**src/rtl/eth_pkg.sv**
```systemverilog
// Shared Ethernet TX definitions: FSM states, framing constants and the
// reflected CRC-32 byte update used by crc32_d8.
package eth_pkg;

  typedef enum logic [2:0] {
    IDLE,
    PREAMBLE,
    SFD,
    DATA,
    PAD,
    FCS,
    IFG
  } tx_state_t;

  localparam logic [7:0]  ETH_PREAMBLE    = 8'h55;
  localparam logic [7:0]  ETH_SFD         = 8'hD5;
  localparam logic [31:0] CRC_POLY        = 32'hEDB88320;
  localparam logic [31:0] CRC_INIT        = 32'hFFFFFFFF;
  localparam int          ETH_MIN_PAYLOAD = 60;

  // One byte of the LSB-first CRC-32, unrolled into pure combinational logic.
  function automatic logic [31:0] crc32_byte(input logic [31:0] crc, input logic [7:0] data);
    logic [31:0] c;
    c = crc ^ {24'h000000, data};
    for (int i = 0; i < 8; i++) begin
      c = c[0] ? ((c >> 1) ^ CRC_POLY) : (c >> 1);
    end
    return c;
  endfunction

endpackage

```
**src/rtl/crc32_d8.sv**
```systemverilog
// Byte-wide Ethernet CRC-32 accumulator: combinational next state,
// registered state, synchronous clear and enable.
module crc32_d8
  import eth_pkg::*;
(
  input  logic        eth_clk,
  input  logic        sys_rst_n,
  input  logic        clr,
  input  logic        en,
  input  logic [7:0]  data,
  output logic [31:0] crc
);

  always_ff @(posedge eth_clk or negedge sys_rst_n) begin
    if (!sys_rst_n) begin
      crc <= CRC_INIT;
    end else if (clr) begin
      crc <= CRC_INIT;
    end else if (en) begin
      crc <= crc32_byte(crc, data);
    end
  end

endmodule

```
**src/rtl/rmii_tx_mac.sv**
```systemverilog
// RMII transmit MAC: preamble/SFD, payload, optional zero pad (RMII_TX_PAD_EN),
// FCS and inter-frame gap, two bits per eth_clk, LSB dibit first.
module rmii_tx_mac
  import eth_pkg::*;
#(
  parameter int IFG_BYTES = 12
) (
  input  logic       eth_clk,
  input  logic       sys_rst_n,
  input  logic       s_valid,
  input  logic [7:0] s_data,
  input  logic       s_last,
  output logic       s_ready,
  output logic       eth_txen,
  output logic [1:0] eth_tx,
  output logic       busy,
  output logic       err_underrun
);

  localparam int IFG_CLKS = IFG_BYTES * 4;

  tx_state_t   state;
  tx_state_t   nxt_state;
  logic [1:0]  dibit;
  logic [7:0]  tx_byte;
  logic [7:0]  nxt_byte;
  logic [2:0]  pre_cnt;
  logic [1:0]  fcs_idx;
  logic [1:0]  fcs_nxt_idx;
  logic [10:0] byte_cnt;
  logic [10:0] byte_cnt_inc;
  logic        last_byte;
  logic [15:0] ifg_cnt;
  logic        byte_end;
  logic        accept;
  logic        underrun;
  logic        fcs_done;
  logic        pad_load;
  logic        crc_en;
  logic [7:0]  crc_data;
  logic [31:0] crc_val;
  logic [31:0] fcs_word;

  assign byte_end     = (dibit == 2'd3);
  assign s_ready      = byte_end && ((state == SFD) || ((state == DATA) && !last_byte));
  assign accept       = s_valid && s_ready;
  assign underrun     = s_ready && !s_valid;
  assign fcs_done     = (state == FCS) && (fcs_idx == 2'd3);
  assign busy         = (state != IDLE);
  assign byte_cnt_inc = (byte_cnt == 11'h7FF) ? byte_cnt : byte_cnt + 11'd1;
  assign fcs_word     = ~crc_val;
  assign fcs_nxt_idx  = fcs_idx + 2'd1;

`ifdef RMII_TX_PAD_EN
  assign pad_load = byte_end && (byte_cnt < 11'(ETH_MIN_PAYLOAD)) &&
                    (((state == DATA) && last_byte) || (state == PAD));
`else
  assign pad_load = 1'b0;
`endif

  assign crc_en   = accept || pad_load;
  assign crc_data = accept ? s_data : 8'h00;

  crc32_d8 u_crc (
    .eth_clk   (eth_clk),
    .sys_rst_n (sys_rst_n),
    .clr       (state == IDLE),
    .en        (crc_en),
    .data      (crc_data),
    .crc       (crc_val)
  );

  // Byte and state that follow the current byte when it finishes.
  always_comb begin
    nxt_byte  = 8'h00;
    nxt_state = state;
    case (state)
      PREAMBLE: begin
        nxt_byte  = (pre_cnt == 3'd6) ? ETH_SFD : ETH_PREAMBLE;
        nxt_state = (pre_cnt == 3'd6) ? SFD : PREAMBLE;
      end
      SFD, DATA: begin
        if ((state == SFD) || !last_byte) begin
          nxt_byte  = s_data;
          nxt_state = DATA;
        end else if (pad_load) begin
          nxt_state = PAD;
        end else begin
          nxt_byte  = fcs_word[7:0];
          nxt_state = FCS;
        end
      end
      PAD: begin
        if (!pad_load) begin
          nxt_byte  = fcs_word[7:0];
          nxt_state = FCS;
        end
      end
      FCS:     nxt_byte = fcs_word[{fcs_nxt_idx, 3'b000} +: 8];
      default: ;
    endcase
  end

  always_ff @(posedge eth_clk or negedge sys_rst_n) begin
    if (!sys_rst_n) begin
      state        <= IDLE;
      dibit        <= 2'd0;
      tx_byte      <= 8'h00;
      pre_cnt      <= 3'd0;
      fcs_idx      <= 2'd0;
      byte_cnt     <= 11'd0;
      last_byte    <= 1'b0;
      ifg_cnt      <= 16'd0;
      eth_txen     <= 1'b0;
      eth_tx       <= 2'b00;
      err_underrun <= 1'b0;
    end else begin
      err_underrun <= 1'b0;
      case (state)
        IDLE: begin
          if (s_valid) begin
            state     <= PREAMBLE;
            pre_cnt   <= 3'd0;
            fcs_idx   <= 2'd0;
            byte_cnt  <= 11'd0;
            last_byte <= 1'b0;
            dibit     <= 2'd0;
            tx_byte   <= ETH_PREAMBLE;
            eth_txen  <= 1'b1;
            eth_tx    <= ETH_PREAMBLE[1:0];
          end
        end
        // One clock short: the IDLE sampling cycle completes the gap.
        IFG: begin
          if (ifg_cnt == 16'(IFG_CLKS - 2)) begin
            state <= IDLE;
          end else begin
            ifg_cnt <= ifg_cnt + 16'd1;
          end
        end
        default: begin
          if (!byte_end) begin
            dibit  <= dibit + 2'd1;
            eth_tx <= tx_byte[{dibit + 2'd1, 1'b0} +: 2];
          end else if (underrun || fcs_done) begin
            state        <= IFG;
            ifg_cnt      <= 16'd0;
            dibit        <= 2'd0;
            eth_txen     <= 1'b0;
            eth_tx       <= 2'b00;
            err_underrun <= underrun;
          end else begin
            state   <= nxt_state;
            dibit   <= 2'd0;
            tx_byte <= nxt_byte;
            eth_tx  <= nxt_byte[1:0];
            if (state == PREAMBLE) pre_cnt <= pre_cnt + 3'd1;
            fcs_idx <= (state == FCS) ? fcs_nxt_idx : 2'd0;
            if (accept) last_byte <= s_last;
            if (crc_en) byte_cnt <= byte_cnt_inc;
          end
        end
      endcase
    end
  end

endmodule

```
**config.mk**
```make
export PLATFORM = sky130hd
export DESIGN_NAME = rmii_tx_mac
export DESIGN_NICKNAME = d
export VERILOG_FILES = /design/src/rtl/eth_pkg.sv /design/src/rtl/crc32_d8.sv /design/src/rtl/rmii_tx_mac.sv
export SDC_FILE = /design/constraint.sdc
export NUM_CORES = 1
export LEC_CHECK = 0
export BUFFER_PORTS_ARGS = -buffer_cell sky130_fd_sc_hd__buf_2
export CAP_MARGIN = 20
export CORE_ASPECT_RATIO = 2
export CORE_MARGIN = 8
export CORE_UTILIZATION = 45
export DETAILED_ROUTE_END_ITERATION = 7
export HOLD_SLACK_MARGIN = 0.06
export MAX_ROUTING_LAYER = met4
export PLACE_DENSITY = 0.72
export SLEW_MARGIN = 20
export SYNTH_ARGS = -nofsm -noshare
export SYNTH_HDL_FRONTEND = slang
export SYNTH_SLANG_ARGS = --single-unit
```
**constraint.sdc**
```tcl
create_clock -name eth_clk -period 3.2 [get_ports eth_clk]
set_clock_uncertainty 0.1 [all_clocks]
set_input_delay 0.64 -clock eth_clk [delete_from_list [all_inputs] [get_ports eth_clk]]
set_output_delay 0.64 -clock eth_clk [all_outputs]
set_load 0.02 [all_outputs]
```
## After elaboration in Yosys (flattened, before gate mapping)

Cells that the tools add are included.

| storage, ports and cells | value |
|---|---|
| logic and storage cells | 130 |
| output and inout bits | 6 |
| input port bits | 12 |
| bits in registers | 71 |

| operators by class | value |
|---|---|
| $add $sub $neg | 4 |
| muxes and demuxes | 58 |
| bitwise operators | 12 |
| shift operators | 2 |
| equal/unequal tests | 14 |
| reductions and logical operators | 29 |

Operators by type and width:

| operator | number |
|---|---|
| two-way mux 32 bit | 10 |
| inverter 13 -> 14 bit | 8 |
| two-way mux 16 bit | 3 |
| two-way mux 8 bit | 6 |
| inverter 32 bit | 1 |
| case mux 16 bit (2 select lines) | 1 |
| case mux 8 bit (4 select lines) | 1 |
| variable part select 32 x 6 -> 8 bit | 1 |
| XOR 32 x 8 -> 32 bit | 1 |
| two-way mux 3 bit | 9 |
| two-way mux 2 bit | 9 |
| adder 16 x 1 -> 16 bit (second input constant) | 1 |
| equality test 16 x 6 -> 1 bit (second input constant) | 1 |
| case mux 8 bit (2 select lines) | 1 |
| AND reduction 4 bit | 4 |
| equality test 3 bit (second input constant) | 4 |
| case mux 2 bit (2 select lines) | 3 |
| case mux 3 bit (2 select lines) | 2 |
| nonzero test 2 bit | 6 |
| two-way mux 1 bit | 10 |
| AND reduction 5 bit | 2 |
| case mux 3 bit (3 select lines) | 1 |
| variable part select 8 x 4 -> 2 bit | 1 |
| equality test 3 x 2 -> 1 bit (second input constant) | 2 |
| other kinds (16) | 31 |

## Longest topological paths before layout

| logic depth | value |
|---|---|
| depth in word-level cells | 25 |
| gate-level depth with buffers | 9 |
| depth with buffers taken out | 8 |

## Hierarchy

From an unflattened synthesis, not the netlist that was laid out.

| second synthesis, totals | value |
|---|---|
| cell total of the unflattened synthesis | 472 |
| area total of the unflattened synthesis | 4742.0 um^2 |

By module, submodules not included:

| module | times used | cells an instance | seq. area each (um^2) | area each (um^2) |
|---|---|---|---|---|
| rmii_tx_mac | 1 | 280 | 975.9 | 2663.8 |
| crc32_d8 | 1 | 192 | 840.8 | 2078.2 |

## Worst setup path before layout

Ideal clock, no wire load.

| path | value |
|---|---|
| kind | input to register |
| start point | input s_data[1] |
| end point | register u_crc.crc[19] |
| arrival | 2.195 ns |
| stages | 7 |
| buffers on the path | 1 |
| setup slack | 0.832 ns |
| setup time | 0.073 ns |
| required time | 3.027 ns |
| cells stage by stage | buf_2 > xnor2_1 > xor2_1 > nor2_1 > xnor2_4 > xnor3_1 > a21oi_1 |

| between the ends | value |
|---|---|
| word-level cells in the longest chain between the ends | 12 |

Ends and longest elaborated chain:

| what | RTL line | source |
|---|---|---|
| start: declaration | rmii_tx_mac.sv:11 | `input logic [7:0] s_data,` |
| two-way mux 8 bit | rmii_tx_mac.sv:62 | `assign crc_data = accept ? s_data : 8'h00;` |
| XOR 32 x 8 -> 32 bit | eth_pkg.sv:24 | `c = crc ^ {24'h000000, data};` |
| two-way mux 32 bit (8 in series) | eth_pkg.sv:26 | `c = c[0] ? ((c >> 1) ^ CRC_POLY) : (c >> 1);` |
| two-way mux 32 bit | crc32_d8.sv:19 | `end else if (en) begin` |
| two-way mux 32 bit | crc32_d8.sv:17 | `end else if (clr) begin` |
| end signal: assignment | crc32_d8.sv:20 | `crc <= crc32_byte(crc, data);` |
| end: declaration | crc32_d8.sv:11 | `output logic [31:0] crc` |

No other way between the ends. The select of a mux whose other input is x is not followed.
A chain may end at the register's enable or synchronous reset.

## Worst setup path in the final report

| path | value |
|---|---|
| start point | register state[2] |
| end point | register u_crc.crc[2] |

| between the ends | value |
|---|---|
| word-level cells in the longest chain between the ends | 19 |
| elaborated cells on any way between the ends | 22 |
| those cells by class | eq/ne: 2; mux: 11; bitwise: 3; reduce/logical: 6 |

Ends and longest elaborated chain:

| what | RTL line | source |
|---|---|---|
| start: declaration | rmii_tx_mac.sv:22 | `tx_state_t state;` |
| start signal: assignment | rmii_tx_mac.sv:153 | `state <= nxt_state;` |
| equality test 3 x 2 -> 1 bit | rmii_tx_mac.sv:45 | `assign s_ready = byte_end && ((state == SFD) \|\| ((state == DATA) && !last_byte));` |
| logical AND 1 bit | rmii_tx_mac.sv:45 |  |
| logical OR 1 bit | rmii_tx_mac.sv:45 |  |
| logical AND 1 bit | rmii_tx_mac.sv:45 |  |
| logical AND 1 bit | rmii_tx_mac.sv:46 | `assign accept = s_valid && s_ready;` |
| two-way mux 8 bit | rmii_tx_mac.sv:62 |  |
| XOR 32 x 8 -> 32 bit | eth_pkg.sv:24 |  |
| two-way mux 32 bit | eth_pkg.sv:26 |  |
| inverter 13 -> 14 bit (no source line) | -- |  |
| two-way mux 32 bit (3 in series) | eth_pkg.sv:26 |  |
| inverter 13 -> 14 bit (no source line) | -- |  |
| two-way mux 32 bit (4 in series) | eth_pkg.sv:26 |  |
| two-way mux 32 bit | crc32_d8.sv:19 |  |
| two-way mux 32 bit | crc32_d8.sv:17 |  |

Parallel ways exist; a longest one is shown, timed or not. The select of a mux whose other input is x is not followed.

==> implementation parameters <==
Parameter                              Value

Outcome
  Outcome    finished, final reports clean

Clock network
  Root buffer cell    sky130_fd_sc_hd__clkbuf_16
  Number of buffers on the longest clock path    2
  Clock input transition at the sequential cells of the worst setup and hold paths    0.06 ns
  Number of gates given a new drive strength after cts    0
  Cts hold-fix bufs    0
  Clock latency at the later pin of the worst-skew pair    0.34 ns
  Clock H-tree levels    3
  TritonCTS clock tree    yes
  Total number of clock tree sinks    71
  Number of buffers inserted by post-CTS setup repair    0
  Number of CTS-inserted buffers    9

Worst hold path
  Path type of the worst min-delay path    in -> async

Worst setup path
  Endpoint type of the worst setup path    flip-flop
  R2r startpoint    state[2]
  Worst endpoint required time    3.36 ns
  Worst Path Class, Setup    reg -> reg
  Worst R2R Path Depth    7
  Startpoint type of the worst setup path    flip-flop
  Peak fanout along the critical path    14
  Reg-to-reg endpoint    u_crc.crc[2]
  Critical Path AT    2.77 ns
  Worst setup path endpoint    u_crc.crc[2]
  Setup slack of the worst register-to-register path    0.59 ns
  Beginning of the critical path    state[2]

Synth
  Yosys top cell by area    sky130_fd_sc_hd__dfrtp_1
  Dominant combinational cell family by area after synthesis    XOR/XNOR gates
  Post-synthesis mux area share    0.06085
  Most frequent cells after synthesis    69 x sky130_fd_sc_hd__xnor2_1, 43 x sky130_fd_sc_hd__nand2_1, 40 x sky130_fd_sc_hd__nor2_1
  FF+latch count, synth    71
  Post-synthesis async set-or-reset flop share    1.000
  Top cell type's share of synthesized area    0.1978
  Most frequent cell after synthesis    sky130_fd_sc_hd__xnor2_1
  Number of enable-type register cells in the synthesized netlist    0
  Cell area after synthesis    4935 um2
  Number of instances in the synthesized netlist    521
  Yosys cell types    59
  Post-synthesis sequential area ratio    0.3682
  Post-synthesis compound-gate area fraction    0.1296
  Synth Warn #    0
  Leading register cell type out of synthesis    sky130_fd_sc_hd__dfrtp_1
  Adder-cell share of the synthesized area    0.01521
  Post-synthesis area per instance    9.472 um2
  Synth area leaders    sky130_fd_sc_hd__dfrtp_1 20%, sky130_fd_sc_hd__dfstp_2 17%, sky130_fd_sc_hd__xnor2_1 12%, sky130_fd_sc_hd__xor2_1 5.1%, sky130_fd_sc_hd__mux4_2 4.1%
  Area fraction in and, or, nand and nor cells after synthesis    0.1595
  Net Count, Synth    539
  Xor-xnor portion of the synthesized cell area    0.2193

Routing
  Number of DRC violations after detailed routing    0
  Residual antenna-violating net count after detailed routing    0
  DRT Wirelength    13.64 mm
  Via-per-instance ratio    5.923
  Number of optimization iterations in the first detailed-route pass    5
  Average wire length per cell after detail routing    20.33 um
  Initial drt markers    281
  Via count    3974

Placed design
  PortBufs    17
  RePlAce Congestion    1.017
  Detailed Place HPWL    10.22 mm

Global route
  Antenna violations before repair    0
  Total routing resource utilization after global routing    0.1997
  Met3 track demand over resource in global routing    0.03295
  Global-route wire length before repair    22.33 mm
  Vias in the first global route    4255
  Most heavily used metal layer in global routing    met2
  Pin count of the biggest net entering global routing    44
  GRT met1 Usage    0.1856
  Sum of overflow across all layers after global routing    0
  Met2 routing resource usage after global routing    0.3630

STA
  Total negative slack for setup checks    0 ns
  Maximum clock rate    382.9 MHz
  Fraction of the cycle the final worst path needs    0.8160
  Final setup violation count    0
  Worst Tran Pin Value    0.7275 ns
  Final critical-path required period    2.611 ns
  Headroom to the max-slew limit    0.5115
  Worst hold margin    0.2588 ns
  Setup repair after global routing missed its margin    false
  Hold violation count in the final report    0
  Number of max-slew violations in the final report    0

Floorplan
  I/O Pins    18
  Die Ht    164.1 um
  Horizontal die dimension    90.05 um
  Area of the core    10810 um2
  Initial core utilization    0.4565
  Die ar.    14780 um2
  Std-Cell Rows    54

Job
  Count of max-cap constraint violations    0

Power
  Cell leakage power    2.226 nW
  Maximum ir drop on the vdd rail    226.9 uV
  Power per standard cell area    365.3 nW/um2

Final layout
  Fraction of final layout cells sized beyond drive strength 1    0.1940
  Number of nets at the end of the flow    544
  Area growth from synthesis to layout    10.40%
  Antenna fix cells    0
## cell families after synthesis
family	count (synthesis)
and+or+nand+nor	161
muxes	17
AOI/OAI and AO/OA	103
DFF	71
xor gates and xnor gates	108
adders and majority gates	6
buffers and inverters	55
## layout make-up
| cell class | instances | area, um2 |
|---|---|---|
| timing repair buffer | 33 | 217.7 |
| sequential | 71 | 1817 |
| clock buffer | 13 | 271.5 |
| clock inverter | 3 | 17.52 |
| multi-input combinational | 395 | 2889 |
| tap | 140 | 175.2 |
| inverter | 16 | 60.06 |
| fill | 1012 | 5363 |
## sequential cells by signal, indices dropped and copies added, names as in the netlist
signal        cells
tx_byte           8
fcs_idx           2
state             3
dibit             2
ifg_cnt          16
eth_txen          1
err_underrun      1
last_byte         1
u_crc.crc        32
pre_cnt           3
eth_tx            2
## layout by cell type, fill, tap and decap left out, drive strengths merged, types with 16 or more instances in the layout
cell type  netlist  routed
nor2            40      40
xnor2           71      71
inv             16      16
nand2           43      43
nor3            26      26
dfstp           32      32
dfrtp           39      39
o21ai           34      34
buf             19      33
a21oi           36      36
xor2            31      31
## critical path, cell delays in order (launching register included)
cell and delay, ns:
sky130_fd_sc_hd__dfrtp_1 0.37, sky130_fd_sc_hd__nor2b_1 0.37, sky130_fd_sc_hd__buf_4 0.30, sky130_fd_sc_hd__nand4b_1 0.14
sky130_fd_sc_hd__xnor2_1 0.61, sky130_fd_sc_hd__xor2_1 0.15, sky130_fd_sc_hd__or3_1 0.35, sky130_fd_sc_hd__o311a_1 0.13
## worst min path at each step
| stage | to | cells after the start | slack [ns] | start |
|---|---|---|---|---|
| after floorplan | dibit[0] | 0 | 0.24 | sys_rst_n |
| after global placement | tx_byte[1] | 2 | 0.37 | tx_byte[1] |
| after detailed placement | tx_byte[1] | 2 | 0.38 | tx_byte[1] |
| after CTS | pre_cnt[2] | 1 | 0.28 | sys_rst_n |
| after global routing | pre_cnt[2] | 1 | 0.31 | sys_rst_n |
| final | ifg_cnt[4] | 1 | 0.26 | sys_rst_n |
## layer usage
metal  routed length (um)  vias up  part of all wire
li1                     -     1829                 -
met1                 4732     1948              0.35
met2                 7521      142              0.55
met3                  477       55             0.035
met4                  910        0             0.067
met5                    0        -                 0
## report_power, final
group | total (mW) | internal, mW | switching, mW
clock network | 0.972 | 0.591 | 0.381
registers | 0.900 | 0.900 | 0
logic | 0.118 | 0.0473 | 0.0707
## metrics by stage
| step | cell area (um2) | util | instances | power [mW] | setup WS [ns] |
|---|---|---|---|---|---|
| 6_report | 5448 | 0.5039 | 671 | 1.990 | 0.5887 |
| 5_1_grt | 5448 | 0.5039 | 671 | 2.056 | 0.4562 |
| 4_1_cts | 5448 | 0.5039 | 671 | 2.011 | 0.5839 |
| 3_5_place_dp | 5159 | 0.4772 | 655 | 1.033 | 0.6042 |
| 3_3_place_gp | 5159 | 0.4772 | 655 | 1.032 | 0.6419 |
| 2_1_floorplan | 4935 | - | 521 | 0.9873 | 0.8318 |
(Power assumes the default switching activity.)
